**config.mk**
```make
export PLATFORM = sky130hd
export DESIGN_NAME = score_history_flat
export DESIGN_NICKNAME = d
export VERILOG_FILES = /design/src/rtl/score_history_pkg.sv /design/src/rtl/score_history_if.sv /design/src/rtl/score_history_regfile.sv /design/src/rtl/score_history.sv /design/src/flat_wrapper.sv
export SDC_FILE = /design/constraint.sdc
export NUM_CORES = 1
export LEC_CHECK = 0
export CAP_MARGIN = 20
export CORE_UTILIZATION = 30
export DETAILED_ROUTE_END_ITERATION = 10
export PLACE_DENSITY_LB_ADDON = 0.1
export REMOVE_ABC_BUFFERS = 1
export SLEW_MARGIN = 0
export SYNTH_ARGS = -nofsm -noshare
export SYNTH_HDL_FRONTEND = slang
export SYNTH_HIERARCHICAL = 1
export SYNTH_SLANG_ARGS = --single-unit
```
**constraint.sdc**
```tcl
create_clock -name clk -period 4.8 [get_ports clk]
set_input_delay 1.2 -clock clk [delete_from_list [all_inputs] [get_ports clk]]
set_output_delay 1.2 -clock clk [all_outputs]
set_load 0.02 [all_outputs]
```
**src/rtl/score_history_pkg.sv**
```systemverilog
// Shared constants for the reaction-timer result history.
package score_history_pkg;

    localparam int DEPTH_DEF = 8;
    localparam int DIGITS_DEF = 6;
    localparam logic [3:0] BCD_DIGIT_MAX = 4'd9;

    // "No best yet" marker for the default entry width. Larger than any valid BCD value.
    localparam int W_DEF = 4 * DIGITS_DEF;
    localparam logic [W_DEF-1:0] NO_BEST_DEF = {W_DEF{1'b1}};

endpackage

```
**src/rtl/score_history_if.sv**
```systemverilog
// Result-in / display-out bundle between the timer core, the history block and the BCD decoders.
interface score_history_if
    import score_history_pkg::*;
#(
    parameter int DEPTH  = DEPTH_DEF,
    parameter int DIGITS = DIGITS_DEF
);
    localparam int W  = 4 * DIGITS;
    localparam int AW = $clog2(DEPTH);

    logic          res_valid;
    logic [W-1:0]  res_bcd;
    logic          step;
    logic          clear;
    logic [W-1:0]  disp_bcd;
    logic [AW-1:0] disp_idx;
    logic          disp_valid;
    logic [W-1:0]  best_bcd;
    logic          best_valid;
    logic          new_best;
    logic [AW:0]   count;
    logic          bad_in;

    modport master (
        output res_valid, res_bcd, step, clear,
        input  disp_bcd, disp_idx, disp_valid, best_bcd, best_valid, new_best, count, bad_in
    );

    modport slave (
        input  res_valid, res_bcd, step, clear,
        output disp_bcd, disp_idx, disp_valid, best_bcd, best_valid, new_best, count, bad_in
    );
endinterface

```
**src/rtl/score_history_regfile.sv**
```systemverilog
// DEPTH x W history storage: one synchronous write port, one combinational read port, no reset.
module history_regfile #(
    parameter int DEPTH = 8,
    parameter int W     = 24
) (
    input  logic                     clk,
    input  logic                     we,
    input  logic [$clog2(DEPTH)-1:0] waddr,
    input  logic [W-1:0]             wdata,
    input  logic [$clog2(DEPTH)-1:0] raddr,
    output logic [W-1:0]             rdata
);
    logic [W-1:0] mem [DEPTH];

    // Storage write; contents are don't-care until written, the top masks reads while empty.
    always_ff @(posedge clk) begin
        if (we)
            mem[waddr] <= wdata;
    end

    assign rdata = mem[raddr];
endmodule

```
**src/rtl/score_history.sv**
```systemverilog
// Reaction-time history: circular capture buffer, best-time tracker and browse index.
module score_history
    import score_history_pkg::*;
#(
    parameter int DEPTH  = DEPTH_DEF,
    parameter int DIGITS = DIGITS_DEF
) (
    input  logic            clk,
    input  logic            rst,
    score_history_if.slave  bus
);
    localparam int W  = 4 * DIGITS;
    localparam int AW = $clog2(DEPTH);
    localparam logic [AW:0] FULL = (AW+1)'(DEPTH);

    logic [AW-1:0] wr_ptr;
    logic [AW-1:0] idx;
    logic [AW:0]   count;
    logic [W-1:0]  best;
    logic          best_valid;
    logic          new_best;
    logic          bad_in;
    logic          res_ok;
    logic          capture;
    logic [AW-1:0] rd_addr;
    logic [W-1:0]  rd_data;

    // Every nibble must be a decimal digit before a result is accepted.
    always_comb begin
        res_ok = 1'b1;
        for (int d = 0; d < DIGITS; d++)
            if (bus.res_bcd[4*d +: 4] > BCD_DIGIT_MAX)
                res_ok = 1'b0;
    end

    // CLEAR wins over a coincident result, which is then dropped.
    assign capture = bus.res_valid && res_ok && !bus.clear;

    // Newest entry sits just behind the write pointer; idx counts back in age.
    assign rd_addr = wr_ptr - AW'(1) - idx;

    history_regfile #(.DEPTH(DEPTH), .W(W)) u_regfile (
        .clk   (clk),
        .we    (capture),
        .waddr (wr_ptr),
        .wdata (bus.res_bcd),
        .raddr (rd_addr),
        .rdata (rd_data)
    );

    // Pointers, count, browse index and best value; CLEAR > capture > STEP.
    always_ff @(posedge clk or posedge rst) begin
        if (rst) begin
            wr_ptr     <= '0;
            idx        <= '0;
            count      <= '0;
            best       <= '1;
            best_valid <= 1'b0;
            new_best   <= 1'b0;
            bad_in     <= 1'b0;
        end else begin
            new_best <= 1'b0;
            bad_in   <= bus.res_valid && !res_ok;
            if (bus.clear) begin
                wr_ptr     <= '0;
                idx        <= '0;
                count      <= '0;
                best       <= '1;
                best_valid <= 1'b0;
            end else if (capture) begin
                wr_ptr <= wr_ptr + AW'(1);
                idx    <= '0;
                if (count != FULL)
                    count <= count + (AW+1)'(1);
                // Unsigned compare of packed BCD preserves decimal order; ties keep the old best.
                if (!best_valid || bus.res_bcd < best) begin
                    best       <= bus.res_bcd;
                    best_valid <= 1'b1;
                    new_best   <= 1'b1;
                end
            end else if (bus.step && count != '0) begin
                idx <= ({1'b0, idx} == count - (AW+1)'(1)) ? '0 : idx + AW'(1);
            end
        end
    end

    assign bus.disp_bcd   = (count != '0) ? rd_data : '0;
    assign bus.disp_idx   = idx;
    assign bus.disp_valid = (count != '0);
    assign bus.best_bcd   = best;
    assign bus.best_valid = best_valid;
    assign bus.new_best   = new_best;
    assign bus.count      = count;
    assign bus.bad_in     = bad_in;
endmodule

```
**src/flat_wrapper.sv**
```systemverilog
// flat-port wrapper written by rule: the top's interface ports become plain ports
module score_history_flat import score_history_pkg::*;
#(
    parameter int DEPTH  = DEPTH_DEF,
    parameter int DIGITS = DIGITS_DEF
)
  (clk, rst, bus_res_valid, bus_res_bcd, bus_step, bus_clear, bus_disp_bcd, bus_disp_idx, bus_disp_valid, bus_best_bcd, bus_best_valid, bus_new_best, bus_count, bus_bad_in);
  score_history_if #(.DEPTH(DEPTH), .DIGITS(DIGITS)) bus_i ();
  input  logic clk;
  input  logic rst;
  input wire logic [$bits(bus_i.res_valid)-1:0] bus_res_valid;
  input wire logic [$bits(bus_i.res_bcd)-1:0] bus_res_bcd;
  input wire logic [$bits(bus_i.step)-1:0] bus_step;
  input wire logic [$bits(bus_i.clear)-1:0] bus_clear;
  output wire logic [$bits(bus_i.disp_bcd)-1:0] bus_disp_bcd;
  output wire logic [$bits(bus_i.disp_idx)-1:0] bus_disp_idx;
  output wire logic [$bits(bus_i.disp_valid)-1:0] bus_disp_valid;
  output wire logic [$bits(bus_i.best_bcd)-1:0] bus_best_bcd;
  output wire logic [$bits(bus_i.best_valid)-1:0] bus_best_valid;
  output wire logic [$bits(bus_i.new_best)-1:0] bus_new_best;
  output wire logic [$bits(bus_i.count)-1:0] bus_count;
  output wire logic [$bits(bus_i.bad_in)-1:0] bus_bad_in;
  assign bus_i.res_valid = bus_res_valid;
  assign bus_i.res_bcd = bus_res_bcd;
  assign bus_i.step = bus_step;
  assign bus_i.clear = bus_clear;
  assign bus_disp_bcd = bus_i.disp_bcd;
  assign bus_disp_idx = bus_i.disp_idx;
  assign bus_disp_valid = bus_i.disp_valid;
  assign bus_best_bcd = bus_i.best_bcd;
  assign bus_best_valid = bus_i.best_valid;
  assign bus_new_best = bus_i.new_best;
  assign bus_count = bus_i.count;
  assign bus_bad_in = bus_i.bad_in;
  score_history #(.DEPTH(DEPTH), .DIGITS(DIGITS)) u_core (.clk(clk), .rst(rst), .bus(bus_i));
endmodule
```
==> summary.md <==
| Metric | Value |
|---|---|
| Outcome | finished clean |
| Slew HR | 28.9% |
| CP endpoint kind | output pin |
| First-pass GRT wire length | 38500 µm |
| Fmax | 218 MHz |
| CTS Buf Count | 26 |
| Dominant cells by area after synthesis | edfxtp_1 57%, mux4_2 11%, dfstp_2 6.2%, ha_1 3.6%, a41oi_2 3.2% |
| Post-synth EDFFs | 192 |
| Vias in the first global route | 6122 |
| Post-Synthesis Cells | 573 |
| Reg clk slew, reported paths | 60 ps |
| Worst path cell trace | inv_1 -> ha_4 -> fa_1 -> xor2_1 -> xnor2_2 -> buf_4 -> buf_12 -> mux4_2 -> mux2_4 -> and2_1 -> dlygate4sd2_1 |
| Site Rows | 66 |
| Critical path buffers and inverters | 4 |
| Worst Path Required | 3600 ps |
| RD Place Congestion | 0.738 |
| Critical Path Slowest Stage Cell | dfrtp_2 |
| FF/Latch Area | 6720 µm² |
| Pwr/cell area | 347 nW/µm² |
| Detailed-route DRC error count | 0 |
| Setup CP Type | reg -> out |
| CP startpoint kind | flip-flop |
| Max rail drop VDD | 0.000219 V |
| Leak Pwr | 4.65 nW |
| DIE HEIGHT | 186 µm |
| Met3 Usage GRT | 2.62% |
| Clk Latency, worst-skew pair | 520 ps |
| Final antenna-violating net count | 0 |
| # port buffers | 87 |
| Slew Viols, Final | 0 |
| Max Root-Sink Buffers | 3 |
| Synth cell types | 48 |
| Finished Cell Area | 12600 µm² |
| WL final | 25900 µm |
| Grt ovf | 0 |
| Top Ports | 88 |
| Clock Tree Root | clkbuf_16 |
| Routed vias/inst | 4.84 |
| Met2 usage in global routing | 24.9% |
| Hold WS | 510 ps |
| Diodes inserted | 0 |
| Mapped cell area | 10100 µm² |
| Yosys top cell area share | 57.1% |
| Pin count of the biggest net entering global routing | 49 |
| #FFs+latches synth | 229 |
| Synth Flop Type | edfxtp_1 |
| Share of cells above drive strength 1 | 29.9% |
| Core ar. | 32900 µm² |
| Filler cells | 3139 |
| Die Area | 34400 µm² |
| Initial Utilization | 30.7% |
| Clk sink count | 229 |
| Initial antenna violation count | 0 |
| Final Hold Vio Count | 0 |
| Drt initial violations | 414 |
| FFs w/ async S/R, synth | 16.2% |
| Area grow syn2layout | 24.4% |
| Largest area contributor in the netlist | edfxtp_1 |
| Setup TNS | 0 ps |
| Yosys warning count | 6 |
| Crit-path leading delay family | buffers and inverters |
| Chip Width | 186 µm |
| Multi-input logic area | 3120 µm² |
| Worst Max-Slew Pin Slew | 1060 ps |
| Nets@finish | 761 |
| Hold Path Class | reg -> reg |
| Final setup skew | 7.66 ps |
| Post-DP HPWL | 15900 µm |
| Critical path fanouts, max | 24 |
| Area post-placement | 11700 µm² |
| Critical Path AT | 3390 ps |
| Setup violators final | 0 |
| Met1 Use GR | 21.8% |
| TritonCTS clock tree | yes |
| Total GRT Usage | 15.5% |
| Seq/Total Area, Yosys | 66.5% |
| Fin util | 38.2% |
| WL per Instance | 22.2 µm |
| DRT Pass-1 Iters | 4 |
| Max cap viols | 0 |
| Part of the cycle the worst path needs | 95.6% |
| Unrepaired setup endpoints after global routing | false |
| Syn avg cell area | 17.6 µm² |
| H-tree depth | 1 |
| Vias | 5632 |
| Final min period | 4590 ps |
| GRT busiest layer | met2 |
| Max incr delay on CP | 420 ps |
-- final timing paths --
kind | start | endpoint | slack (ps) | cells after the start
worst min register to register | u_core/bus.best_bcd[17] | u_core/bus.best_bcd[17] | 510 | 2
max in group asynchronous | rst | u_core/wr_ptr[0] | 3300 | 3
min in group asynchronous | rst | u_core/bus.disp_idx[2] | 1110 | 3
worst max register to register | u_core/bus.best_bcd[21] | u_core/bus.best_bcd[20] | 1710 | 8
worst min-delay path | u_core/bus.best_bcd[17] | u_core/bus.best_bcd[17] | 510 | 2
worst max-delay path | u_core/bus.disp_idx[0] | bus_disp_bcd[11] | 210 | 11
-- cell usage in the layout, fill, tap and decap left out, types with 3 or more instances in the layout --
master / n
edfxtp_1: 192
clkdlybuf4s50_1: 62
mux4_2: 48
buf_4: 41
inv_1: 29
ha_1: 28
clkbuf_16: 27
and2_1: 25
dlygate4sd2_1: 24
dfstp_2: 24
a41oi_2: 20
o21ai_1: 20
o21ai_0: 14
nand2_1: 13
nor2_1: 13
a21oi_1: 12
mux2_4: 12
mux2_2: 12
dfrtp_1: 11
clkinv_1: 7
xnor2_1: 7
nor3_1: 6
nor2_2: 6
clkbuf_1: 5
clkinv_2: 4
nand2b_1: 4
o21a_1: 4
a41oi_1: 4
clkbuf_8: 3
mux2i_1: 3
xor2_1: 3
nand4_1: 3
-- final cells by class --
type	instances	area share [%]
clock inverter	13	0.876
inverter	30	0.896
clock buffer	35	5.85
sequential	229	53.5
multi-input combinational	284	24.8
timing repair buffer	131	9.64
tap	442	4.40
-- cells by family (layout without fill, tap and decap cells) --
group | count (synthesis) | count (layout) | synth area share, %
buf+inv | 60 | 209 | 3.12
xor+xnor | 11 | 11 | 0.954
simple gates | 87 | 87 | 4.79
fa+ha+maj | 30 | 30 | 3.79
mux | 75 | 75 | 14.1
compound gates | 81 | 81 | 6.69
flops | 229 | 229 | 66.5
-- cell usage after synthesis (all sizes together), types with 2 or more instances --
master / instances
a21o: 2
a21oi: 12
a41oi: 24
and2: 25
buf: 19
clkbuf: 11
dfrtp: 13
dfstp: 24
edfxtp: 192
ha: 29
inv: 30
mux2: 24
mux2i: 3
mux4: 48
nand2: 13
nand2b: 4
nand3b: 2
nand4: 4
nor2: 19
nor3: 9
nor4: 4
o21a: 4
o21ai: 35
xnor2: 8
xor2: 3
-- routing by layer --
metal / wire, µm / part of all wire (%) / vias up
met5: 0 / 0 / -
met1: 12200 / 47 / 2932
met2: 12000 / 47 / 144
met3: 1200 / 4.6 / 36
met4: 423 / 1.6 / 0
li1: - / - / 2520
-- worst reg2reg max path, delay by kind of cell, from the launching register on --
kind	cells	cell delay (ps)
buffers and inverters	1	50
DFF	1	530
adders and majority gates	1	330
and+or+nand+nor	1	820
AOI/OAI and AO/OA	5	1240
-- metrics by stage --
step	power [mW]	setup WS, ps	instances
finish	4.36	212	1164
CTS	4.43	171	1164
detailed placement	2.47	409	1113
floorplan	2.34	-1100	543
global placement	2.47	423	1113
global route	4.51	49.8	1164
-- state kept, by name (all words and copies together) (netlist names) --
| register | flops |
|---|---|
| u_core/u_regfile/mem | 192 |
| u_core/bus.best_bcd | 24 |
| u_core/bus.count | 4 |
| u_core/bus.disp_idx | 3 |
| u_core/wr_ptr | 3 |
| u_core/bus.bad_in | 1 |
| u_core/bus.best_valid | 1 |
| u_core/bus.new_best | 1 |
-- timing repair --
action / CTS / global route
endpoints found under the setup margin: 24 / 0
hold buffers: 0 / 0
buffers inserted: 2 / 0
gates resized for setup: 27 / 0
-- report_power, final --
part / internal [mW] / switching, mW
Combinational: 0.114 / 0.136
Clock: 1.17 / 0.757
Sequential: 2.17 / 0.00800
(Power assumes the default switching activity.)
